**src/rtl/alu_resp_rx_if.sv**
```systemverilog
// Serial response bus of the mtm_Alu receiver: the sout line in, decoded response out.
// The slave modport is the receiver side, the master modport is the line driver/observer.
interface alu_resp_rx_if;
  logic        sout;
  logic        resp_valid;
  logic        resp_err;
  logic [31:0] resp_c;
  logic [3:0]  resp_flags;
  logic        resp_crc_ok;
  logic [2:0]  resp_err_flags;
  logic        resp_err_ok;
  logic        proto_err;

  modport slave (
    input  sout,
    output resp_valid, resp_err, resp_c, resp_flags, resp_crc_ok,
    output resp_err_flags, resp_err_ok, proto_err
  );

  modport master (
    output sout,
    input  resp_valid, resp_err, resp_c, resp_flags, resp_crc_ok,
    input  resp_err_flags, resp_err_ok, proto_err
  );
endinterface

```
**src/rtl/alu_resp_rx.sv**
```systemverilog
// Deserialises mtm_Alu sout frames into a data response (C, flags, CRC check)
// or an error response, flagging framing/sequence violations on proto_err.
module alu_resp_rx #(
  parameter int GAP_MAX = 16
) (
  input  logic         clk,
  input  logic         rst_n,
  alu_resp_rx_if.slave rx_bus
);

  localparam int GW = $clog2(GAP_MAX + 1);

  typedef enum logic [2:0] {
    S_IDLE,
    S_TYPE,
    S_DATA,
    S_STOP,
    S_RESYNC
  } state_t;

  state_t      r_state;
  state_t      w_state_next;
  logic [2:0]  r_bit_cnt;
  logic        r_type;
  logic [7:0]  r_shift;
  logic [2:0]  r_fcnt;
  logic [GW-1:0] r_gap;
  logic [2:0]  r_crc;
  logic [31:0] r_c;

  logic        r_resp_valid;
  logic        r_resp_err;
  logic [31:0] r_resp_c;
  logic [3:0]  r_resp_flags;
  logic        r_resp_crc_ok;
  logic [2:0]  r_resp_err_flags;
  logic        r_resp_err_ok;
  logic        r_proto_err;

  logic        w_sout;
  logic        w_store_data;
  logic        w_resp_data;
  logic        w_resp_err;
  logic        w_stop_proto;
  logic        w_gap_expire;
  logic [4:0]  w_ctl_bits;
  logic [2:0]  w_crc_chain [0:5];

  function automatic logic [2:0] crc3_step(input logic [2:0] c, input logic d);
    logic fb;
    fb = d ^ c[2];
    return {c[1], c[0] ^ fb, fb};
  endfunction

  assign w_sout = rx_bus.sout;

  // Finish the CRC over the zero separator bit and the four flag bits of the CTL frame
  assign w_ctl_bits     = {1'b0, r_shift[6:3]};
  assign w_crc_chain[0] = r_crc;
  generate
    for (genvar gi = 0; gi < 5; gi++) begin : g_crc_tail
      assign w_crc_chain[gi+1] = crc3_step(w_crc_chain[gi], w_ctl_bits[4-gi]);
    end
  endgenerate

  always_comb begin
    w_state_next = r_state;
    w_store_data = 1'b0;
    w_resp_data  = 1'b0;
    w_resp_err   = 1'b0;
    w_stop_proto = 1'b0;
    w_gap_expire = 1'b0;
    case (r_state)
      S_IDLE: begin
        if (!w_sout) begin
          w_state_next = S_TYPE;
        end else if (r_fcnt != 3'd0 && r_gap == GW'(GAP_MAX)) begin
          w_gap_expire = 1'b1;
        end
      end
      S_TYPE: w_state_next = S_DATA;
      S_DATA: begin
        if (r_bit_cnt == 3'd0) begin
          w_state_next = S_STOP;
        end
      end
      S_STOP: begin
        if (!w_sout) begin
          w_stop_proto = 1'b1;
          w_state_next = S_RESYNC;
        end else begin
          w_state_next = S_IDLE;
          if (!r_type) begin
            if (r_fcnt < 3'd4) begin
              w_store_data = 1'b1;
            end else begin
              w_stop_proto = 1'b1;
            end
          end else if (r_fcnt == 3'd4 && !r_shift[7]) begin
            w_resp_data = 1'b1;
          end else if (r_fcnt == 3'd0 && r_shift[7]) begin
            w_resp_err = 1'b1;
          end else begin
            w_stop_proto = 1'b1;
          end
        end
      end
      S_RESYNC: begin
        if (w_sout) begin
          w_state_next = S_IDLE;
        end
      end
      default: w_state_next = S_IDLE;
    endcase
  end

  always_ff @(posedge clk or negedge rst_n) begin
    if (!rst_n) begin
      r_state          <= S_IDLE;
      r_bit_cnt        <= 3'd0;
      r_type           <= 1'b0;
      r_shift          <= 8'd0;
      r_fcnt           <= 3'd0;
      r_gap            <= '0;
      r_crc            <= 3'd0;
      r_c              <= 32'd0;
      r_resp_valid     <= 1'b0;
      r_resp_err       <= 1'b0;
      r_resp_c         <= 32'd0;
      r_resp_flags     <= 4'd0;
      r_resp_crc_ok    <= 1'b0;
      r_resp_err_flags <= 3'd0;
      r_resp_err_ok    <= 1'b0;
      r_proto_err      <= 1'b0;
    end else begin
      r_state      <= w_state_next;
      r_resp_valid <= 1'b0;
      r_proto_err  <= 1'b0;

      // Idle-gap watchdog runs only while a response is partially received
      if (r_state == S_IDLE) begin
        if (!w_sout || w_gap_expire) begin
          r_gap <= '0;
        end else if (r_fcnt != 3'd0) begin
          r_gap <= r_gap + GW'(1);
        end
      end

      if (r_state == S_TYPE) begin
        r_type    <= w_sout;
        r_bit_cnt <= 3'd7;
        if (r_fcnt == 3'd0) begin
          r_crc <= 3'd0;
        end
      end

      if (r_state == S_DATA) begin
        r_shift   <= {r_shift[6:0], w_sout};
        r_bit_cnt <= r_bit_cnt - 3'd1;
        if (!r_type) begin
          r_crc <= crc3_step(r_crc, w_sout);
        end
      end

      if (w_store_data) begin
        r_c    <= {r_c[23:0], r_shift};
        r_fcnt <= r_fcnt + 3'd1;
      end

      if (w_resp_data) begin
        r_resp_valid  <= 1'b1;
        r_resp_err    <= 1'b0;
        r_resp_c      <= r_c;
        r_resp_flags  <= r_shift[6:3];
        r_resp_crc_ok <= (w_crc_chain[5] == r_shift[2:0]);
        r_fcnt        <= 3'd0;
      end

      if (w_resp_err) begin
        r_resp_valid     <= 1'b1;
        r_resp_err       <= 1'b1;
        r_resp_err_flags <= r_shift[6:4];
        r_resp_err_ok    <= !(^r_shift) && (r_shift[6:4] == r_shift[3:1]);
        r_fcnt           <= 3'd0;
      end

      if (w_stop_proto || w_gap_expire) begin
        r_proto_err <= 1'b1;
        r_fcnt      <= 3'd0;
      end
    end
  end

  assign rx_bus.resp_valid     = r_resp_valid;
  assign rx_bus.resp_err       = r_resp_err;
  assign rx_bus.resp_c         = r_resp_c;
  assign rx_bus.resp_flags     = r_resp_flags;
  assign rx_bus.resp_crc_ok    = r_resp_crc_ok;
  assign rx_bus.resp_err_flags = r_resp_err_flags;
  assign rx_bus.resp_err_ok    = r_resp_err_ok;
  assign rx_bus.proto_err      = r_proto_err;

endmodule

```
**src/flat_wrapper.sv**
```systemverilog
// flat-port wrapper written by rule: the top's interface ports become plain ports
module alu_resp_rx_flat 
#(
  parameter int GAP_MAX = 16
)
  (clk, rst_n, rx_bus_sout, rx_bus_resp_valid, rx_bus_resp_err, rx_bus_resp_c, rx_bus_resp_flags, rx_bus_resp_crc_ok, rx_bus_resp_err_flags, rx_bus_resp_err_ok, rx_bus_proto_err);
  alu_resp_rx_if rx_bus_i ();
  input  logic clk;
  input  logic rst_n;
  input wire logic [$bits(rx_bus_i.sout)-1:0] rx_bus_sout;
  output wire logic [$bits(rx_bus_i.resp_valid)-1:0] rx_bus_resp_valid;
  output wire logic [$bits(rx_bus_i.resp_err)-1:0] rx_bus_resp_err;
  output wire logic [$bits(rx_bus_i.resp_c)-1:0] rx_bus_resp_c;
  output wire logic [$bits(rx_bus_i.resp_flags)-1:0] rx_bus_resp_flags;
  output wire logic [$bits(rx_bus_i.resp_crc_ok)-1:0] rx_bus_resp_crc_ok;
  output wire logic [$bits(rx_bus_i.resp_err_flags)-1:0] rx_bus_resp_err_flags;
  output wire logic [$bits(rx_bus_i.resp_err_ok)-1:0] rx_bus_resp_err_ok;
  output wire logic [$bits(rx_bus_i.proto_err)-1:0] rx_bus_proto_err;
  assign rx_bus_i.sout = rx_bus_sout;
  assign rx_bus_resp_valid = rx_bus_i.resp_valid;
  assign rx_bus_resp_err = rx_bus_i.resp_err;
  assign rx_bus_resp_c = rx_bus_i.resp_c;
  assign rx_bus_resp_flags = rx_bus_i.resp_flags;
  assign rx_bus_resp_crc_ok = rx_bus_i.resp_crc_ok;
  assign rx_bus_resp_err_flags = rx_bus_i.resp_err_flags;
  assign rx_bus_resp_err_ok = rx_bus_i.resp_err_ok;
  assign rx_bus_proto_err = rx_bus_i.proto_err;
  alu_resp_rx #(.GAP_MAX(GAP_MAX)) u_core (.clk(clk), .rst_n(rst_n), .rx_bus(rx_bus_i));
endmodule
```
**config.mk**
```make
export PLATFORM = sky130hd
export DESIGN_NAME = alu_resp_rx_flat
export DESIGN_NICKNAME = d
export VERILOG_FILES = /design/src/rtl/alu_resp_rx_if.sv /design/src/rtl/alu_resp_rx.sv /design/src/flat_wrapper.sv
export SDC_FILE = /design/constraint.sdc
export NUM_CORES = 1
export LEC_CHECK = 0
export ABC_AREA = 1
export CORE_UTILIZATION = 42
export DETAILED_ROUTE_END_ITERATION = 10
export SETUP_SLACK_MARGIN = 0.5
export SLEW_MARGIN = 20
export SYNTH_ARGS = -nofsm -noshare
export SYNTH_HDL_FRONTEND = slang
export SYNTH_SLANG_ARGS = --single-unit
```
**constraint.sdc**
```tcl
create_clock -name clk -period 3 [get_ports clk]
set_input_delay 0.3 -clock clk [delete_from_list [all_inputs] [get_ports clk]]
set_output_delay 0.3 -clock clk [all_outputs]
set_load 0.02 [all_outputs]
```
# Yosys cells after proc, flatten, opt, wreduce, memory -nomap -nowiden
# Index checks and enable logic that the tools add are counted.
# classes
eq_ne	11
muxes	44
n_lt_le_gt_ge	1
n_bitwise	11
addsub	3
n_reduce_logical	20
# op_table
op	n
$mux 3	14
$mux 1	27
$pmux 3 s5	1
$xor 1x1->1	11
$mux 5	2
$logic_not 3->1	3
$reduce_xor 8->1	1
$eq 3x2->1 const B	2
$eq 3x3->1	2
$eq 3x3->1 const B	2
$reduce_bool 2->1	3
$add 5x1->5 const B	1
$eq 5x5->1 const B	1
$logic_and 1x1->1	4
$ne 2x2->1 const B	2
$reduce_bool 4->1	1
$add 3x1->3 const B	1
$eq 3x1->1 const B	1
$logic_not 1->1	3
$lt 3x3->1 const B	1
$reduce_and 3->1	1
$reduce_bool 3->1	1
$sub 3x1->3 const B	1
$logic_or 1x1->1	2
2 further kinds	2
# totals
output_inout_bits	44
in_bits	3
reg_bits	102

# Logic depth before layout (Yosys ltp)
# depth
depth_word	9
mapped_depth	12

# Least setup slack after synthesis
# No wires, ideal clock.
# synth_timing
path_type	register -> register
startpoint	reg u_core.r_fcnt[0]
endpoint	reg u_core.r_resp_c[5] (netlist: u_core.rx_bus.resp_c[5])
slack_ps	1621
synth_period_minus_slack_ps	1379
n_path_buf	2
t_required_ps	2869
stages_incl_launch_ff	10
setup_ps	131
arrival_ps	1248
cell_sequence	dfrtp_1 -> inv_1 -> ha_1 -> nand2_1 -> nor2_1 -> nand2_2 -> buf_6 -> buf_6 -> nand2_1 -> o21ai_0
# synth_between
elab_chain_len	6
# synth_rtl
item	line	text
from (decl)	alu_resp_rx.sv:26	logic [2:0] r_fcnt;
from (signal assigned)	alu_resp_rx.sv:167	r_fcnt <= r_fcnt + 3'd1;
$eq 3x3->1	alu_resp_rx.sv:99	end else if (r_fcnt == 3'd4 && !r_shift[7]) begin
$logic_and 1x1->1	alu_resp_rx.sv:99	
$mux 1	alu_resp_rx.sv:99	
$mux 1	alu_resp_rx.sv:93	if (!r_type) begin
$mux 1	alu_resp_rx.sv:88	if (!w_sout) begin
$mux 1	alu_resp_rx.sv:73	case (r_state)
to (signal assigned)	alu_resp_rx.sv:173	r_resp_c <= r_c;
to (decl)	alu_resp_rx.sv:33	logic [31:0] r_resp_c;
# No other way between the ends.
# A chain may end at the register's enable or synchronous reset.

# Worst setup path after layout
# layout_timing
startpoint	reg u_core.r_fcnt[0]
endpoint	reg u_core.r_resp_c[8] (netlist: u_core.rx_bus.resp_c[8])
# Same word-level chain as after synthesis.

==> impl_metrics.ini <==
[sta]
finalSetupViolCount = 0
finalCritPeriodShare_pct = 59.5
timing.final.max_slew_violations = 0
final.setup.tns_ns = 0
clock-skew-final_ns = 0.0117
worst_slew_margin_rel_pct = 56.4
timing_worst_slew_pin_value_ns = 0.652
final.setup.worst_slack_ns = 1.22
timing_hold_violations_final = 0
finalCriticalPeriod_ns = 1.78
fmax_ghz = 0.560
rsz0062_at_grt = false

[place]
place_area_sq_mm = 0.00502
io_buffer_count = 46
post_dp_hpwl_microns = 5500
dpl_worst_slack_ns = 0.854
gpl.final_weighted_congestion = 0.817

[critical_path]
critical_path.top_delay_family = simple AND/OR/NAND/NOR gates
crit_path_cell_trace = inv_1, ha_1, nand2_1, nor2_1, nand2_2, buf_12, nand2_1, o21ai_0
startpoint_types = register
crit_arrival_ns = 2.03
r2r.worst_path.cells = 8
max_stage_delay_ns = 0.39
cpMaxStageDelayCell = dfrtp_1
critical_path.reg2reg.endpoint = u_core.rx_bus.resp_c[8]
worstReg2RegStart = u_core.r_fcnt[0]
critPathLaunch = u_core.r_fcnt[0]
cpMostUsedCell = nand2_1
crit_path_max_fanout = 63
required_ns = 3.24
critPathBufInv = 2
reg2reg_slack_ns = 1.22
worst_setup_path_end_kind = register
criticalPathCategory = register to register

[clock_network]
post_cts_resize_count = 0
clkSlewWorstSetupHoldPaths_ns = 0.10
cts_inserted_buffers = 9
postCtsSetupRepairBufs = 0
clk_latency_ns = 0.36
ctsLongestPathBuffers = 2
clockRootBuffer = clkbuf_8
ctsHtreeMaxLevel = 3
clkSinkCount = 102
cts_tree = done

[logic_synthesis]
asr_flop_ratio_synth_pct = 100
ys_ff_latch = 102
post_synth_fa_ha_maj_area_fraction_pct = 1.68
synthXorXnorAreaFrac_pct = 1.96
synth_sequential_area_ratio_pct = 57.1
dominantRegCellSynth = dfrtp_1
synth_edf_count = 0
synth.area.mux_share_pct = 0
synth-compound-area-share_pct = 13.1
netlist_area_sq_mm = 0.00447
synthesis.instances = 480
synth_simple_gate_area_share_pct = 17.6
postSynthNetCount = 489
combinational_family_with_the_most_area_after_synthesis = simple AND/OR/NAND/NOR gates
avgSynthCellArea_sq_um = 9.32
yosys.cell_types.count = 32
ys.warnings.count = 0

[global_route]
largest_net_degree_at_the_start_of_global_routing = 64
gr-total-overflow = 0
groute.usage.overall_pct = 16.1
first_global_vias = 3066
grt_first_pass_wirelength_microns = 14100
antenna_found_initial = 0

[drt]
drt_first_pass_iters = 4
post_drt_via_cell_ratio = 4.69
route.detailed.drc = 0
postRouteAntennaNets = 0
detailedRoute.firstIterationViolations = 104
drt-total-wl_microns = 7900
via_count = 3109
wl_per_cell_microns = 11.9

[run_status]
run_status = finished clean

[layout]
register_area_sq_mm = 0.00255
final_standard_cell_area_without_fillers_sq_mm = 0.00523
antenna-diode-count = 0
drive_above_1_share_pct = 11.4
areaGrowthSynthToFinish_pct = 17.0
nFillCells = 962
layout.cells.most_common = nand2_1
most_frequent_cells_in_the_layout = 135 x nand2_1, 102 x dfrtp_1, 63 x o21ai_0
fin_nets = 531
area_used_by_multi_input_combinational_logic_sq_mm = 0.00154

[floorplanning]
die_area_sq_mm = 0.0111
die_w_microns = 105
dieHeight_microns = 105
rows = 37
design.core.area_sq_mm = 0.0103
effective_utilization_at_floorplan_pct = 43.3
io-pin-count = 47

[power_and_ir_drop]
power.ir.vdd_worst_mv = 0.414
total_leakage_power_uw = 0.00246
cellPowerDensity_mw_per_mm2 = 800
post_route_total_power_uw = 4180

[worst_hold_path]
type_of_the_tightest_min_delay_check = primary input to async pin

[job]
max_cap_check_violation_count = 0
how the worst max path moves through the flow:
stage / end / slack (ns) / cells past startpoint
2_1_floorplan: u_core.rx_bus.resp_c[5] / 1.62 / 9
3_3_place_gp: u_core.r_c[31] / 0.89 / 6
3_5_place_dp: u_core.r_c[31] / 0.85 / 6
4_1_cts: u_core.rx_bus.resp_c[13] / 1.20 / 8
5_1_grt: u_core.r_c[31] / 1.03 / 6
6_report: u_core.rx_bus.resp_c[8] / 1.22 / 8
power by group:
group          switching, uW  total, uW  leakage (uW)  internal, uW
sequential               254       1990       0.00134          1730
combinational            837       1300       0.00103           465
clock                    499        896     0.0000915           397
final cells by class:
class	count	share of cell area, %
tap	136	3.25
timing repair buffer	50	10.1
clock inverter	7	1.58
inverter	64	4.59
multi-input combinational	295	29.3
sequential	102	48.8
clock buffer	9	2.37
worst reg2reg max path, delay by kind of cell (launching register included):
family	cells	cell delay, ns
fa+ha+maj	1	0.21
buf+inv	2	0.39
simple gates	4	0.60
compound gates	1	0.07
flops	1	0.39
sequential cells by signal, summed over array words and instances, names as in the netlist:
name	cells
u_core.r_bit_cnt	3
u_core.r_c	32
u_core.r_crc	3
u_core.r_fcnt	3
u_core.r_gap	5
u_core.r_shift	8
u_core.r_state	3
u_core.r_type	1
u_core.rx_bus.proto_err	1
u_core.rx_bus.resp_c	32
u_core.rx_bus.resp_crc_ok	1
u_core.rx_bus.resp_err	1
u_core.rx_bus.resp_err_flags	3
u_core.rx_bus.resp_err_ok	1
u_core.rx_bus.resp_flags	4
u_core.rx_bus.resp_valid	1
cell families after synthesis:
family | Yosys count
AOI/OAI and AO/OA | 98
xor gates and xnor gates | 10
adders and majority gates | 6
buffers and inverters | 83
DFF | 102
and+or+nand+nor | 181
synth_stat cells (all sizes together), types with 2 or more instances:
cell,instances,share of area (%)
nand2,142,12
xor2,8,1.6
a22oi,2,0.34
inv,64,5.4
ha,6,1.7
nand3,16,2.1
buf,14,2.8
a21oi,5,0.56
nand3b,2,0.34
clkbuf,5,0.45
o22ai,2,0.28
nor2,15,1.9
xnor2,2,0.39
nor3,3,0.34
o21ai,87,12
dfrtp,102,57
per-layer routing:
metal	routed length [microns]	track usage [%]	share of wire (%)
met3	197	2.99	2.5
met5	0	0	0
met1	3900	22.0	49
met2	3710	25.6	47
met4	102	5.53	1.3
timing repair:
action	in CTS	in global routing
hold endpoints to repair	46	0
setup endpoints to repair	0	0
hold buffers	1	0
per-stage QoR:
step           instances  hold slack, ns  util [%]
3_5_place_dp         646           0.362      48.6
3_3_place_gp         646           0.363      48.6
4_1_cts              663           0.483      50.7
6_report             663           0.483      50.7
2_1_floorplan        480         0.00441         -
5_1_grt              663           0.511      50.7
No activity file was read; power rests on OpenSTA's default activity.
